===== config.mk =====
export PLATFORM = sky130hd
export DESIGN_NAME = upsample_patch_scheduler
export DESIGN_NICKNAME = d
export VERILOG_FILES = /design/src/rtl/upsample_pkg.sv /design/src/rtl/pipeline.sv /design/src/rtl/tap_addr_gen.sv /design/src/rtl/upsample_patch_scheduler.sv
export SDC_FILE = /design/constraint.sdc
export NUM_CORES = 1
export LEC_CHECK = 0
export BUFFER_PORTS_ARGS = -buffer_cell sky130_fd_sc_hd__buf_2
export CAP_MARGIN = 0
export CELL_PAD_IN_SITES_DETAIL_PLACEMENT = 1
export CELL_PAD_IN_SITES_GLOBAL_PLACEMENT = 1
export CORE_ASPECT_RATIO = 1.25
export CORE_MARGIN = 4
export CORE_UTILIZATION = 45
export DETAILED_ROUTE_END_ITERATION = 8
export PLACE_DENSITY_LB_ADDON = 0.1
export SKIP_CTS_REPAIR_TIMING = 1
export SLEW_MARGIN = 0
export SYNTH_ARGS = -nofsm -noshare
export SYNTH_HDL_FRONTEND = slang
export SYNTH_HIERARCHICAL = 1
export SYNTH_SLANG_ARGS = --single-unit

===== constraint.sdc =====
create_clock -name clk_in -period 2.9 [get_ports clk_in]
set_input_delay 0.435 -clock clk_in [delete_from_list [all_inputs] [get_ports clk_in]]
set_output_delay 0.435 -clock clk_in [all_outputs]
set_load 0.005 [all_outputs]

===== src/rtl/upsample_pkg.sv =====
// Shared types for the upsample patch scheduler: FSM states,
// kernel geometry and the tap tag carried alongside buffer reads.
package upsample_pkg;

  typedef enum logic [1:0] {
    WAIT_ROWS,
    ISSUE,
    ROW_ADV,
    DONE
  } sched_state_t;

  localparam int KERNEL = 4;
  localparam int TAPS   = KERNEL * KERNEL;

  typedef struct packed {
    logic [3:0] idx;
    logic       last;
    logic [7:0] x;
    logic [6:0] y;
  } tap_tag_t;

endpackage


===== src/rtl/pipeline.sv =====
// Generic register delay line with synchronous flush.
// Ports: clk, rst (async high), flush (sync clear), din -> dout after STAGES.
module pipeline #(
  parameter int WIDTH  = 1,
  parameter int STAGES = 1
) (
  input  logic             clk,
  input  logic             rst,
  input  logic             flush,
  input  logic [WIDTH-1:0] din,
  output logic [WIDTH-1:0] dout
);

  logic [WIDTH-1:0] stage_q [STAGES];

  always_ff @(posedge clk or posedge rst) begin
    if (rst) begin
      for (int i = 0; i < STAGES; i++) stage_q[i] <= '0;
    end else if (flush) begin
      for (int i = 0; i < STAGES; i++) stage_q[i] <= '0;
    end else begin
      stage_q[0] <= din;
      for (int i = 1; i < STAGES; i++) stage_q[i] <= stage_q[i-1];
    end
  end

  assign dout = stage_q[STAGES-1];

endmodule


===== src/rtl/tap_addr_gen.sv =====
// Kernel tap walker: kx inner / ky outer counters and buffer address add.
// Ports: clk, rst, clr (frame restart), step (one read issued), col_only
// (only the kx=3 column, used when COLUMN_REUSE_EN is defined in the top),
// patch_x/patch_y in; kx, ky, hor_addr, ver_addr, last_tap out.
module tap_addr_gen (
  input  logic        clk,
  input  logic        rst,
  input  logic        clr,
  input  logic        step,
  input  logic        col_only,
  input  logic [7:0]  patch_x,
  input  logic [6:0]  patch_y,
  output logic [1:0]  kx,
  output logic [1:0]  ky,
  output logic [10:0] hor_addr,
  output logic [9:0]  ver_addr,
  output logic        last_tap
);

  logic [1:0] kx_q;
  logic [1:0] ky_q;

  // In column mode the kx counter stays parked at 0 and kx reads as 3
  assign kx       = col_only ? 2'd3 : kx_q;
  assign ky       = ky_q;
  assign last_tap = (ky_q == 2'd3) && (kx == 2'd3);
  assign hor_addr = {3'b000, patch_x} + {9'd0, kx};
  assign ver_addr = {3'b000, patch_y} + {8'd0, ky};

  always_ff @(posedge clk or posedge rst) begin
    if (rst) begin
      kx_q <= 2'd0;
      ky_q <= 2'd0;
    end else if (clr) begin
      kx_q <= 2'd0;
      ky_q <= 2'd0;
    end else if (step) begin
      if (last_tap) begin
        kx_q <= 2'd0;
        ky_q <= 2'd0;
      end else if (kx == 2'd3) begin
        kx_q <= 2'd0;
        ky_q <= ky_q + 2'd1;
      end else begin
        kx_q <= kx_q + 2'd1;
      end
    end
  end

endmodule


===== src/rtl/upsample_patch_scheduler.sv =====
// Schedules 4x4 kernel reads from the filtered line buffer for the upsampler,
// tags returning pixels, and throttles the line writer.
// Ports: clk_in, rst_in (async high), frame_rst_in, line_done_in,
// patch_ready_in in; write_stall_out, read_valid_out, read_hor/ver_addr_out,
// tap_valid_out, tap_idx_out, patch_last_out, patch_x/y_out,
// frame_done_out, overflow_err_out out.
// Macro COLUMN_REUSE_EN: patches with patch_x>0 read only the kx=3 column.
module upsample_patch_scheduler
  import upsample_pkg::*;
#(
  parameter int FILTERED_WIDTH  = 131,
  parameter int FILTERED_HEIGHT = 99,
  parameter int READ_LATENCY    = 2
) (
  input  logic        clk_in,
  input  logic        rst_in,
  input  logic        frame_rst_in,
  input  logic        line_done_in,
  output logic        write_stall_out,
  input  logic        patch_ready_in,
  output logic        read_valid_out,
  output logic [10:0] read_hor_addr_out,
  output logic [9:0]  read_ver_addr_out,
  output logic        tap_valid_out,
  output logic [3:0]  tap_idx_out,
  output logic        patch_last_out,
  output logic [7:0]  patch_x_out,
  output logic [6:0]  patch_y_out,
  output logic        frame_done_out,
  output logic        overflow_err_out
);

  localparam logic [7:0] PX_LAST   = 8'(FILTERED_WIDTH - 4);
  localparam logic [6:0] PY_LAST   = 7'(FILTERED_HEIGHT - 4);
  localparam logic [7:0] LINES_MAX = 8'(FILTERED_HEIGHT);
  localparam logic [3:0] RL        = 4'(READ_LATENCY);
  localparam int         TAG_W     = $bits(tap_tag_t) + 1;

  sched_state_t state_q, state_d;
  logic [7:0]   lines_q, lines_d;
  logic [7:0]   px_q, px_d;
  logic [6:0]   py_q, py_d;
  logic         ovf_q, ovf_d;
  logic [3:0]   dcnt_q, dcnt_d;

  logic [7:0]   band;
  logic         band_full;
  logic         issue;
  logic         col_only;
  logic [1:0]   kx, ky;
  logic [10:0]  hor_addr;
  logic [9:0]   ver_addr;
  logic         last_tap;
  tap_tag_t     tag_in;
  tap_tag_t     tag_out;
  logic [TAG_W-1:0] pipe_out;

  // Rows held in the buffer that the current patch row still needs
  assign band      = lines_q - {1'b0, py_q};
  assign band_full = band >= 8'd4;
  assign issue     = (state_q == ISSUE);

`ifdef COLUMN_REUSE_EN
  assign col_only = (px_q != 8'd0);
`else
  assign col_only = 1'b0;
`endif

  tap_addr_gen u_addr (
    .clk      (clk_in),
    .rst      (rst_in),
    .clr      (frame_rst_in),
    .step     (issue),
    .col_only (col_only),
    .patch_x  (px_q),
    .patch_y  (py_q),
    .kx       (kx),
    .ky       (ky),
    .hor_addr (hor_addr),
    .ver_addr (ver_addr),
    .last_tap (last_tap)
  );

  always_comb begin
    tag_in = '0;
    if (issue) begin
      tag_in.idx  = {ky, kx};
      tag_in.last = last_tap;
      tag_in.x    = px_q;
      tag_in.y    = py_q;
    end
  end

  pipeline #(
    .WIDTH  (TAG_W),
    .STAGES (READ_LATENCY)
  ) u_tag_dly (
    .clk   (clk_in),
    .rst   (rst_in),
    .flush (frame_rst_in),
    .din   ({issue, tag_in}),
    .dout  (pipe_out)
  );

  assign tap_valid_out  = pipe_out[TAG_W-1];
  assign tag_out        = pipe_out[TAG_W-2:0];
  assign tap_idx_out    = tag_out.idx;
  assign patch_last_out = tag_out.last;
  assign patch_x_out    = tag_out.x;
  assign patch_y_out    = tag_out.y;

  assign read_valid_out    = issue;
  assign read_hor_addr_out = issue ? hor_addr : 11'd0;
  assign read_ver_addr_out = issue ? ver_addr : 10'd0;

  // Once the frame is finished the writer has nothing left to send
  assign write_stall_out = band_full ||
    ((state_q == DONE) && (lines_q >= LINES_MAX));
  assign frame_done_out   = (state_q == DONE) && (dcnt_q == RL);
  assign overflow_err_out = ovf_q;

  always_comb begin
    state_d = state_q;
    lines_d = lines_q;
    px_d    = px_q;
    py_d    = py_q;
    ovf_d   = ovf_q;
    dcnt_d  = dcnt_q;

    if (line_done_in) begin
      if (write_stall_out) ovf_d = 1'b1;
      else if (lines_q < LINES_MAX) lines_d = lines_q + 8'd1;
    end

    unique case (state_q)
      WAIT_ROWS: begin
        if (band_full && patch_ready_in) state_d = ISSUE;
      end
      ISSUE: begin
        if (last_tap) begin
          if (px_q < PX_LAST) begin
            px_d    = px_q + 8'd1;
            state_d = patch_ready_in ? ISSUE : WAIT_ROWS;
          end else begin
            state_d = ROW_ADV;
          end
        end
      end
      ROW_ADV: begin
        px_d    = 8'd0;
        py_d    = py_q + 7'd1;
        state_d = (py_q == PY_LAST) ? DONE : WAIT_ROWS;
      end
      DONE: begin
        // Counter saturates one past RL so the pulse fires once
        if (dcnt_q <= RL) dcnt_d = dcnt_q + 4'd1;
      end
      default: state_d = WAIT_ROWS;
    endcase

    if (frame_rst_in) begin
      state_d = WAIT_ROWS;
      lines_d = 8'd0;
      px_d    = 8'd0;
      py_d    = 7'd0;
      dcnt_d  = 4'd0;
      ovf_d   = ovf_q;
    end
  end

  always_ff @(posedge clk_in or posedge rst_in) begin
    if (rst_in) begin
      state_q <= WAIT_ROWS;
      lines_q <= 8'd0;
      px_q    <= 8'd0;
      py_q    <= 7'd0;
      ovf_q   <= 1'b0;
      dcnt_q  <= 4'd0;
    end else begin
      state_q <= state_d;
      lines_q <= lines_d;
      px_q    <= px_d;
      py_q    <= py_d;
      ovf_q   <= ovf_d;
      dcnt_q  <= dcnt_d;
    end
  end

endmodule


==> Yosys cells after proc, flatten, opt, wreduce, memory -nomap -nowiden <==
Cells that the tools add are included.
{ "totals": {"reg_bits": 76, "input_bits": 5, "wordCells": 89} }
{ "classes": {"add_sub_neg": 9, "order_cmp": 5, "n_eq_ne": 11, "mux": 32, "n_bitwise": 1, "reduce_logical": 21} }
{ "ops": {"columns": ["operator", "n"], "rows": [
  ["$mux W8", 7],
  ["$mux W42", 1],
  ["$mux W2", 13],
  ["$mux W20", 1],
  ["$add A8 B1 Y8 const B", 2],
  ["$lt A8 B7 Y1 const B", 2],
  ["$pmux W8 S2", 1],
  ["$mux W7", 2],
  ["$mux W4", 3],
  ["$reduce_and A3 Y1", 4],
  ["$reduce_bool A2 Y1", 6],
  ["$mux W11", 1],
  ["$mux W10", 1],
  ["$add A8 B2 Y9", 1],
  ["$add A7 B2 Y8", 1],
  ["$eq A2 B2 Y1 const B", 4],
  ["$ge A8 B3 Y1 const B", 1],
  ["$ge A8 B7 Y1 const B", 1],
  ["$sub A8 B7 Y8", 1],
  ["$add A7 B1 Y7 const B", 1],
  ["$eq A7 B7 Y1 const B", 1],
  ["$ne A3 B2 Y1 const B", 2],
  ["$pmux W2 S3", 1],
  ["$reduce_bool A3 Y1", 2],
  ["other kinds (14)", 19]
]} }

==> Longest topological paths before layout <==
Gate-level depths: netlist of the first run.
{ "depth": {"ltp_word": 6, "mapped_depth": 11, "depth_no_buf": 10} }

==> Hierarchy <==
The synthesis of the first run kept the hierarchy.
{ "by_module_without_submodules": {"columns": ["module", "n_inst", "cells_per_inst", "area_each_um2", "seq_area_each_um2"], "rows": [
  ["upsample_patch_scheduler", 1, 269, 2258.4, 750.7],
  ["pipeline", 1, 110, 1495.2, 1051.0],
  ["tap_addr_gen", 1, 63, 555.5, 100.1]
]} }

==> Worst setup path before layout of the first run <==
Ideal clock, no wire load.
{ "synth_timing": {"path_kind": "flip-flop to output port", "from": "register lines_q[0]", "to": "output write_stall_out", "arrival_ns": 2.192, "setup_slack_ns": 0.273, "path_stages_with_launch": 11, "path_buffers": 1, "path_cell_list": "dfrtp_1 -> inv_1 -> ha_1 -> inv_1 -> fa_1 -> or2_2 -> o22ai_1 -> o21a_1 -> o2111ai_1 -> buf_6 -> a211o_2"} }
{ "synth_via": {"elab_chain_len": 3, "elab_cells_between_ends": 5} }
{ "synth_lines": {"columns": ["element", "line_no", "rtl"], "rows": [
  ["start: declaration", "upsample_patch_scheduler.sv:40", "logic [7:0] lines_q, lines_d;"],
  ["start signal: assignment", "upsample_patch_scheduler.sv:181", "lines_q <= lines_d;"],
  ["$sub A8 B7 Y8 or $ge A8 B7 Y1 (tied branches)", "upsample_patch_scheduler.sv:59, upsample_patch_scheduler.sv:118", null],
  ["$ge A8 B3 Y1 or $logic_and A1 B1 Y1 (tied branches)", "upsample_patch_scheduler.sv:60, upsample_patch_scheduler.sv:118", null],
  ["$logic_or A1 B1 Y1 *", "upsample_patch_scheduler.sv:117", "assign write_stall_out = band_full ||"],
  ["end: declaration", "upsample_patch_scheduler.sv:19", "output logic write_stall_out,"]
]} }
Every way passes the cells marked *; elsewhere a longest branch is shown, timed or not.

==> Worst setup path in the final report of the first run <==
Ends and elaborated chain as after synthesis.

==> results of run 1 <==
[state kept, by name, indices dropped and copies added, names as in the netlist]
register and cells:
dcnt_q 4, lines_q 8, overflow_err_out 1, px_q 8
py_q 7, state_q 2, u_addr/kx_q 2, u_addr/ky 2
u_tag_dly/dout 21, u_tag_dly/stage_q 21
[where the power goes]
part	switching [mW]	internal, mW
clock network	0.394	0.675
registers	0.0331	1.10
logic	0.276	0.184
total	0.703	1.96
[worst min-delay path by stage]
stage	from	end	slack (ps)	cells past startpoint
3_3_place_gp	rst_in	u_addr/ky[0]$_DFFE_PP0P_	360	2
6_report	rst_in	u_addr/ky[1]$_DFFE_PP0P_	20	2
3_5_place_dp	rst_in	u_addr/ky[0]$_DFFE_PP0P_	360	2
2_1_floorplan	rst_in	u_addr/kx_q[0]$_DFFE_PP0P_	200	1
4_1_cts	rst_in	u_addr/ky[1]$_DFFE_PP0P_	10	2
5_1_grt	rst_in	u_addr/ky[1]$_DFFE_PP0P_	20	2
[per-layer routing]
layer / share of wire (%) / GRT usage, % / wire length [um] / up-vias
met5: 0 / 0 / 0 / -
met2: 52 / 29.6 / 4800 / 46
met1: 43 / 21.9 / 3970 / 1536
li1: - / - / - / 1504
met4: 2.3 / 7.30 / 212 / 0
met3: 2.7 / 2.88 / 250 / 17
[layout by cell type (no fill, tap or decap), types with 5 or more instances in the layout]
master,Yosys,routed
nand2_1,20,20
conb_1,2,8
nor2_1,34,34
inv_1,25,21
xor2_1,8,8
xnor2_1,12,12
nand3_1,11,11
dfrtp_1,76,71
o21ai_0,9,8
clkbuf_16,0,9
a21oi_1,12,10
buf_4,25,12
nor2b_1,52,51
ha_1,21,18
or3_1,5,5
and2_1,34,34
nor3_1,5,5
mux2i_1,5,5
dfrtp_2,0,5
nand4_1,6,6
buf_2,4,46
[per-stage QoR]
step | hold WS, ps | util [%]
3_3_place_gp | 359 | 48.8
2_1_floorplan | 201 | -
3_5_place_dp | 365 | 48.8
6_report | 16.2 | 52.9
5_1_grt | 20.4 | 52.9
4_1_cts | 11.9 | 51.9
[critical path, cell delays in order, from the launching register on]
cell	delay, ps
dfrtp_2	430
inv_2	80
ha_4	130
inv_2	40
fa_2	380
or2_4	240
o22ai_2	100
o21a_1	150
o2111ai_2	130
a211o_2	310
buf_2	130
[cells by family after synthesis]
logic type | after synthesis
compound gates | 58
fa+ha+maj | 24
other cells | 2
buf+inv | 65
flops | 76
simple gates | 188
xor+xnor | 20
mux | 9
[final cells by class]
cell class	count	share of cell area, %
timing repair buffer	58	6.57
clock inverter	2	0.770
tap	123	3.16
multi-input combinational	307	43.5
sequential	76	39.1
clock buffer	11	4.98
inverter	25	1.92
==> summary.txt, run 1 <==
Logic synthesis
  • Post-Synth Simple-Gate Area: approximately 24%
  • Synthesized flop and latch total: 76
  • Syn. warnings: 6
  • Synth area leaders: dfrtp_1 (44%), nor2b_1 (7.5%), ha_1 (6.1%), and2_1 (4.9%), buf_4 (4.4%)
  • Adder-cell share of the synthesized area: roughly 7.5%
  • Synth Cell Area: ~4300 sq um
  • Area fraction in compound gates after synthesis: under 10%
  • XOR/XNOR Fraction of Synth Area: under 10%
  • Top cells by count, synth: dfrtp_1 (76), nor2b_1 (52), and2_1 (34), nor2_1 (34)
  • Syn_area_per_cell: around 9.7 sq um
  • Cells after Synth: 442
  • Primary FF master, synth: dfrtp_1
  • Mux share of post-synthesis cell area: roughly 2.2%
  • Count leader, synth: dfrtp_1
  • Post-synth EDFFs: 0
  • FFs w/ async S/R, synth: 100%
  • Largest family of logic cells by synthesized area: simple AND/OR/NAND/NOR gates
  • Area share of the largest cell type after synthesis: between 40% and 50%
  • Yosys top cell by area: dfrtp_1
  • Post-synthesis sequential area ratio: between 40% and 50%
  • Synth cell types: 54

CTS
  • Reg clk slew, reported paths: 60 ps
  • CTS tree: done
  • CTS Buffer Depth: 2
  • Cts bufs inserted: 9
  • CTS Sinks: 76
  • Root buf cell: clkbuf_16
  • H-tree depth: 3
  • Clk Latency, worst-skew pair: 330 ps

Critical path
  • Crit path to: write_stall_out
  • WP data required: 2470 ps
  • Startpoint types: flop
  • CP startpoint: lines_q[0]$_DFFE_PP0P_
  • Setup crit end kind: primary output
  • R2r setup slk: 170 ps
  • Path depth of the worst reg2reg path: 12
  • CP Data Arrival Time: between 2000 and 2500 ps
  • Crit-path max FO: 5
  • R2r endpoint: lines_q[4]$_DFFE_PP0P_
  • Critical path type: reg2out
  • Crit Reg-Reg Startpoint: lines_q[0]$_DFFE_PP0P_

Power and ir drop
  • P_leak: roughly 2.4 nW
  • Power per cell area: around 550 nW/um^2
  • VDD IR max: about 340 uV
  • Design Power: around 2.7 mW

STA
  • Final worst-path cycle share: between 90% and 100%
  • Clock skew: between 5 and 6 ps
  • Setup Viol. Count Final: 0
  • Highest clock rate: 347 MHz
  • Final Critical Period: around 2900 ps
  • RSZ-0062 raised after global routing: yes
  • Pins Over Slew Limit: 0
  • Final setup TNS: 0 ps
  • Setup ws final: roughly 16 ps
  • Rel. slew slack: between 40% and 50%
  • Final Hold Viols: 0
  • Least-Margin Pin Slew: about 800 ps

Drt
  • DR DRC count: 0
  • Via density: around 5.2
  • Overall via count from detail_route: just over 3000
  • Pre-antenna DRT Iters: 4
  • Routed WL per cell: 15.4 um
  • Final ANT Viol Nets: 0
  • WL final: slightly above 9 mm
  • Initial drt markers: approximately 120

Global route
  • Total grt overflow: 0
  • Global-route wire length before repair: approximately 16 mm
  • Largest net degree at the start of global routing: between 50 and 60
  • Total GRT Usage: between 10% and 20%
  • Initial antenna violation count: 0
  • Vias in the first global route: about 3200

Cells and area
  • Fill count: 1058
  • N_diodes: 0
  • FF+latch area: 1910 sq um
  • Share of cells above drive strength 1: around a fifth
  • Nets: 506
  • Final instance area: 4880 sq um
  • Syn-to-layout area delta: 13.2%
  • Multi-input gate area: roughly 2100 sq um
  • Filler-free cell count of the finished design: approximately 600

Die
  • Number of cell rows: 39
  • Die width: between 90 and 100 um
  • # IOs: slightly above 50
  • Die height: approximately 120 um
  • Initial Util: 46.7%
  • Core area: between 9000 and 10000 sq um
  • Die area: 11200 sq um

Placed design
  • DP HPWL: 6.61 mm
  • Placement Cell Area: around 4500 sq um
  • Gpl congestion: just over 0.8
  • Pre-CTS setup slack: about 89 ps
  • # port buffers: 46
  • Placed cells: ~590

Min path
  • Worst min path class: in2async

Flow run
  • Max cap viols: 0

Run status
  • Status: finished, final reports clean
Power figures use the tool's default switching activity.
==> inputs of run 2 (changes only) <==
Settings changed: PLACE_DENSITY_LB_ADDON 0.1 to 0.25.
==> summary.txt, run 2 (same netlist as run 1, synthesis figures left out) <==
Run status
  • Status: finished, final reports clean

Critical path
  • Crit-path max FO: 3
  • Critical path type: reg2out
  • Startpoint types: flop
  • Setup crit end kind: primary output
  • WP data required: between 2000 and 2500 ps
  • CP Data Arrival Time: about 2400 ps

Power and ir drop
  • Design Power: ~2.8 mW
  • Sw Ratio: between 20% and 30%
  • Gate power share: between 10% and 20%
  • P_int: ~2.0 mW
  • Switch Pwr: 0.729 mW
  • Power per cell area: between 500 and 600 nW/um^2
  • Clock share of power: around 43%
  • VDD IR max: between 200 and 300 uV
  • Seq pwr share: approximately two fifths
  • P_leak: 2.48 nW

STA
  • Rel. slew slack: ~63%
  • Least-Margin Pin Slew: between 500 and 600 ps
  • Clock skew: between 7 and 8 ps
  • Final Critical Period: approximately 2800 ps
  • Highest clock rate: 357 MHz
  • Pins Over Slew Limit: 0
  • Setup Viol. Count Final: 0
  • Hold_ws: ~1.7 ps
  • Final Hold Viols: 0
  • Final worst-path cycle share: a little over nine tenths

CTS
  • CTS Sinks: between 70 and 80
  • H-tree depth: 3
  • Clk Latency, worst-skew pair: 340 ps
  • Reg clk slew, reported paths: roughly 60 ps
  • Root buf cell: clkbuf_16
  • CTS Buffer Depth: 2
  • CTS tree: done
  • Cts bufs inserted: 9

Global route
  • Global-route wire length before repair: 15.4 mm
  • Total grt overflow: 0
  • Initial antenna violation count: 0
  • Vias in the first global route: between 3000 and 4000
  • Total GRT Usage: 17.5%
  • Largest net degree at the start of global routing: 45

Placed design
  • Placed cells: 588
  • DP HPWL: 6.48 mm
  • Gpl congestion: between 0.8 and 0.9
  • # port buffers: 46

Drt
  • Via density: 5.09
  • Initial drt markers: between 100 and 150
  • Final ANT Viol Nets: 0
  • Routed WL per cell: 15.2 um
  • Overall via count from detail_route: 3082
  • DR DRC count: 0
  • Pre-antenna DRT Iters: 6
  • WL final: just over 9 mm

Cells and area
  • Syn-to-layout area delta: 14.7%
  • Most frequent cells in the layout: dfrtp_1 (73), nor2b_1 (51), buf_2 (46), nor2_1 (34), and2_1 (34)
  • Layout Utilization: 53.6%
  • Commonest non-fill, non-tap cell in the layout: dfrtp_1
  • N_diodes: 0
  • Filler-free cell count of the finished design: roughly 610
  • Nets: just over 500
  • Share of cells above drive strength 1: around 22%

Die
  • Die area: around 11000 sq um
  • Die height: about 120 um
  • # IOs: 51
  • Core area: a little over 9000 sq um
  • Number of cell rows: 39
  • Initial Util: between 40% and 50%
  • Die width: 95.5 um

Flow run
  • Max cap viols: 0

Min path
  • Worst min path class: in2async
## run 2: cell types whose count changed in the layout (fill, tap and decap cells not counted), sizes merged
cell,change
buf,+1
clkbuf,+2
clkinv,+1
## run 2: final timing paths
kind | depth (start not counted) | to | slack (ps) | startpoint
worst max-delay path | 10 | write_stall_out | 100 | lines_q[0]$_DFFE_PP0P_
worst min-delay path | 2 | u_addr/ky[0]$_DFFE_PP0P_ | 2 | rst_in
worst max register to register | 9 | state_q[1]$_DFFE_PP0P_ | 360 | py_q[2]$_DFFE_PP0P_
worst min register to register | 1 | u_tag_dly/dout[16]$_DFF_PP0_ | 460 | u_tag_dly/stage_q[37]$_DFF_PP0_
max in group asynchronous | 3 | py_q[2]$_DFFE_PP0P_ | 2370 | rst_in
min in group clk_in | 2 | overflow_err_out$_DFFE_PP0P_ | 370 | line_done_in
## run 2: routing by layer
metal	track usage, %	vias up	wire length [um]
li1	-	1502	-
met1	21.0	1519	3970
met2	29.6	47	4720
met3	4.48	14	354
met4	6.58	0	170
met5	0	-	0
## run 2: per-stage QoR
stage	area (sq um)	setup TNS, ps	worst slack, ps
floorplan	4330	0	273
global placement	4530	0	184
detailed placement	4530	0	116
CTS	4850	-225	-225
global route	4940	-5.88	-5.88
finish	4940	0	98.6
## run 2: area by class of cell
cell class | instances | area (sq um)
clock buffer | 13 | 280
clock inverter | 3 | 42.5
fill | 1078 | 4280
inverter | 25 | 93.8
multi-input combinational | 307 | 2140
sequential | 76 | 1910
tap | 123 | 154
timing repair buffer | 59 | 328
## run 2: critical path, stage by stage, from the launching register on
cell and delay (ps):
dfrtp_1 390, inv_2 70, ha_4 140, inv_2 40
fa_2 370, or2_4 240, o22ai_2 90, o21a_1 160
o2111ai_2 120, a211o_2 300, buf_2 130
## run 2: power by group through the flow
stage / Clock, mW / Sequential [mW] / Combinational [mW]
after CTS: 1.20 / 1.13 / 0.440
after global routing: 1.26 / 1.14 / 0.508
after global placement: 0 / 1.15 / 0.421
after detailed placement: 0 / 1.15 / 0.437
after floorplan: 0 / 1.14 / 0.330
final: 1.18 / 1.13 / 0.451
